$ cat src/rtl/shift_serializer_pkg.sv
// Shared constants and helpers for the left shifter and its serializer stage.
package shift_serializer_pkg;

  // Parallel word width used by default across the shifter datapath.
  localparam int DEFAULT_WIDTH = 8;

  // Length counter width for the default word width (counts 0..width).
  localparam int LEN_W = 4;

  // Serializer states, derived from the remaining-bit counter.
  typedef enum logic {
    IDLE  = 1'b0,
    SHIFT = 1'b1
  } ser_state_t;

  // Ceiling log2; clog2(1) is 0.
  function automatic int clog2(input int value);
    int res;
    res = 0;
    while ((1 << res) < value) res++;
    return res;
  endfunction

  // Limit a requested bit count to the word width.
  function automatic int clamp_len(input int len, input int w);
    return (len > w) ? w : len;
  endfunction

endpackage

$ cat src/rtl/shift_serializer.sv
// MSB-first parallel-to-serial stage with valid/ready on both sides.
//
// Handshake: a transfer happens on a rising edge where valid and ready are both
// high; the producer holds data stable while valid is high and ready is low, and
// o_valid never drops while a word is still being emitted.
module shift_serializer
  import shift_serializer_pkg::*;
#(
  parameter int width = 8
) (
  input  logic                            clk,
  input  logic                            rst,
  input  logic [width-1:0]                i_bits,
  input  logic [clog2(width+1)-1:0]       i_len,
  input  logic                            i_valid,
  output logic                            i_ready,
  output logic                            o_bit,
  output logic                            o_valid,
  input  logic                            o_ready,
  output logic                            o_last,
  output logic                            busy
);

  localparam int LW = clog2(width + 1);
  localparam logic [LW-1:0] ONE = LW'(1);

  logic [width-1:0] shreg;
  logic [width-1:0] shreg_next;
  logic [LW-1:0]    rem;
  logic [LW-1:0]    rem_next;
  logic             accept;
  logic             xfer;
  ser_state_t       state;

  // Remaining-bit count is the state register; IDLE when it is zero.
  assign state   = (rem != '0) ? SHIFT : IDLE;
  assign busy    = (state == SHIFT);
  assign o_valid = busy;
  assign o_bit   = shreg[width-1];
  assign o_last  = (rem == ONE);
  // Accept while idle, or while the last bit of the held word leaves this cycle.
  assign i_ready = (state == IDLE) || (o_last && o_ready);

  // Next-state: shift on output transfer, reload on input accept (reload wins).
  always_comb begin
    shreg_next = shreg;
    rem_next   = rem;
    accept     = i_valid && i_ready;
    xfer       = o_valid && o_ready;
    if (xfer) begin
      shreg_next = shreg << 1;
      rem_next   = rem - ONE;
    end
    // A zero-length word is consumed without touching the word in flight.
    if (accept && (i_len != '0)) begin
      shreg_next = i_bits;
      rem_next   = LW'(clamp_len(int'(i_len), width));
    end
  end

  // State register; reset discards any word in flight.
  always_ff @(posedge clk or posedge rst) begin
    if (rst) begin
      shreg <= '0;
      rem   <= '0;
    end else begin
      shreg <= shreg_next;
      rem   <= rem_next;
    end
  end

endmodule

$ cat config.mk
export PLATFORM = sky130hd
export DESIGN_NAME = shift_serializer
export DESIGN_NICKNAME = d
export VERILOG_FILES = /design/src/rtl/shift_serializer_pkg.sv /design/src/rtl/shift_serializer.sv
export SDC_FILE = /design/constraint.sdc
export NUM_CORES = 1
export LEC_CHECK = 0
export BUFFER_PORTS_ARGS = -buffer_cell sky130_fd_sc_hd__buf_2
export CAP_MARGIN = 10
export CORE_MARGIN = 3
export CORE_UTILIZATION = 35
export CTS_CLUSTER_DIAMETER = 100
export DETAILED_ROUTE_END_ITERATION = 10
export HOLD_SLACK_MARGIN = 0.1
export SYNTH_ARGS = -nofsm -noshare
export SYNTH_HDL_FRONTEND = slang
export SYNTH_SLANG_ARGS = --single-unit
$ cat constraint.sdc
create_clock -name clk -period 2 [get_ports clk]
set_clock_uncertainty 0.1 [all_clocks]
set_input_delay 0.1 -clock clk [delete_from_list [all_inputs] [get_ports clk]]
set_output_delay 0.1 -clock clk [all_outputs]
set_load 0.03 [all_outputs]
==> reports/qor.csv <==
metric,value,unit
arrival,1620,ps
syn_nets,101,
yosysWarnings,0,
layoutNonFillerInstCount,143,
maxClockFrequency,548.6,MHz
power.switching,0.5083,mW
antenna_found_initial,0,
initial_core_util,39.39,%
start_kind,flip-flop,
synth_edf_count,0,
fp.dieH,51.50,um
die_area,2652,um^2
yosys.area.top_type,dfrtp_1,
final_hold_viol_count,0,
yosysTopAreaCellShare,41.45,%
synthFlopType,dfrtp_1,
rows,15,
synthesis.instances,83,
cts-root-buf,clkbuf_4,
antennaDiodeCount,0,
power_density,1202,nW/um^2
htree_levels,1,
drc_errors,0,
place_congestion,0.7962,
io_buffers,20,
syn-mean-instance-area,8.728,um^2
crit_family,buffers and inverters,
placedCellCount,125,
yosys-top-cells-area,"dfrtp_1 41%, a31oi_1 9.5%, nor4_1 7.8%, o21ai_0 6.9%, nand3_1 6.2%",
critPathMaxStageDelay,380,ps
numClockSinks,12,
area_growth,40.59,%
switching_share,41.52,%
crit_fanout,11,
vias,750,
fin_crit_sh,91.14,%
pre_cts_slack,334.1,ps
maxSlewViolCount,0,
worst_pin_slew,447.0,ps
overflow,0,
timing.critical_path.buf_inv,4,
report.power.total,1.224,mW
grt_first_pass_wirelength,3.118,mm
grt_pass1_vias,714,
netlist_area,724.4,um^2
synth-async-reset-ratio,100.0,%
ys_types,26,
crit_path_top_delay_cell,dfrtp_1,
cp.required,1800,ps
wl_per_cell,12.83,um
drtPass1Iterations,4,
numCtsBuffers,3,
seqPwrFrac,34.4,%
path_class,flip-flop to output port,
clock_power_share,15.7,%
synth-seq-cells,12,
min_path_type,primary input to flip-flop,
layout_commonest_cell,buf_2,
drive_gt1_share,27.12,%
hpwl,1.291,mm
tns,0,ps
p_leak,0.4633,nW
drtAntennaViolNets,0,
rsz0062_at_grt,no,
maxCapViolCount,0,
grt_max_degree,15,
worstPathCellList,"inv_1, ha_1, nor3b_1, buf_4, inv_2, buf_2",
p_comb_share,49.8,%
ir_worst_vdd,0.5986,mV
fillers,183,
track_usage,15.38,%
min_period,1823,ps
hold_slack,108.8,ps
run_status,completed,
cts_tree,yes,
path_clk_slew,70,ps
io_pins,21,
setup_ws,177.3,ps
core-area,1839,um^2
relSlewSlack,69.43,%
internal-power,0.7159,mW
setup_viol,0,
drtIter0Drc,26,
end_kind,output port,
via_per_inst,5.245,
nNetsFinal,137,
clockBufferDepth,2,
insertion_delay,270,ps
die_w,51.50,um
layout_common_cells,"20 x buf_2, 12 x dlygate4sd3_1, 12 x dfrtp_1, 11 x a31oi_1, 10 x o21ai_0",
yosysSeqAreaShare,41.45,%
postRouteWirelength,1.834,mm
==> state kept, by name (all words and copies together), names as in the netlist <==
register,flops
rem,4
shreg,8
==> synth_stat cells, types with 2 or more instances <==
cell type,instances
ha_1,2
nand3_1,9
nor2_1,2
o21ai_0,10
dfrtp_1,12
clkbuf_1,4
a31oi_1,11
nor4_1,9
inv_1,7
==> kinds of logic after synthesis <==
group | count (synthesis) | share of synthesized area (%)
and+or+nand+nor | 27 | 22.11
AOI/OAI and AO/OA | 26 | 22.11
buffers and inverters | 15 | 9.498
DFF | 12 | 41.45
adders and majority gates | 2 | 3.454
muxes | 1 | 1.382
==> area by class of cell <==
| cell class | instances | area (um^2) | share of cell area, % |
|---|---|---|---|
| clock buffer | 4 | 36.28 | 3.563 |
| inverter | 8 | 30.03 | 2.948 |
| multi-input combinational | 56 | 355.3 | 34.89 |
| timing repair buffer | 38 | 265.3 | 26.04 |
| tap | 25 | 31.28 | 3.071 |
| sequential | 12 | 300.3 | 29.48 |
==> final timing paths <==
| kind | startpoint | slack (ps) | cells past startpoint | end |
|---|---|---|---|---|
| worst max-delay path | rem[0] | 180 | 6 | busy |
| worst min-delay path | i_len[0] | 110 | 3 | rem[0] |
| worst max register to register | rem[0] | 230 | 7 | rem[3] |
| worst min register to register | shreg[0] | 460 | 2 | shreg[0] |
| max in group asynchronous | rst | 1210 | 3 | rem[1] |
| min in group asynchronous | rst | 270 | 3 | rem[2] |
==> power by group through the flow <==
| stage | Clock (mW) | Combinational, mW | Sequential, mW |
|---|---|---|---|
| finish | 0.193 | 0.610 | 0.421 |
| global route | 0.212 | 0.679 | 0.440 |
| CTS | 0.201 | 0.599 | 0.421 |
| detailed placement | 0 | 0.580 | 0.426 |
| global placement | 0 | 0.578 | 0.425 |
| floorplan | 0 | 0.420 | 0.424 |
==> worst register-to-register path: stages (launching register included) <==
cell	delay [ps]
dfrtp_1	380
inv_1	70
ha_1	230
nor3b_1	140
buf_4	160
buf_4	130
or3_1	330
a31oi_1	170
==> per-stage QoR <==
stage	utilization, %	area (um^2)
2_1_floorplan	-	724.4
3_3_place_gp	46.05	847.1
3_5_place_dp	46.05	847.1
4_1_cts	54.56	1003
5_1_grt	55.37	1018
6_report	55.37	1018
==> metal layers <==
layer  global-route usage [%]  up-vias  wire length [um]
met5                        0        -                 0
met4                    1.310        0                 9
met3                    5.158        2               114
met2                    24.79       26               823
met1                    20.80      336               886
li1                         -      386                 -
==> timing repair <==
item	CTS	global route
hold buffers	12	0
endpoints found under the setup margin	0	2
resized for setup	0	0
endpoints found under the hold margin	22	0
setup buffers	0	2
No activity file was read; power rests on OpenSTA's default activity.
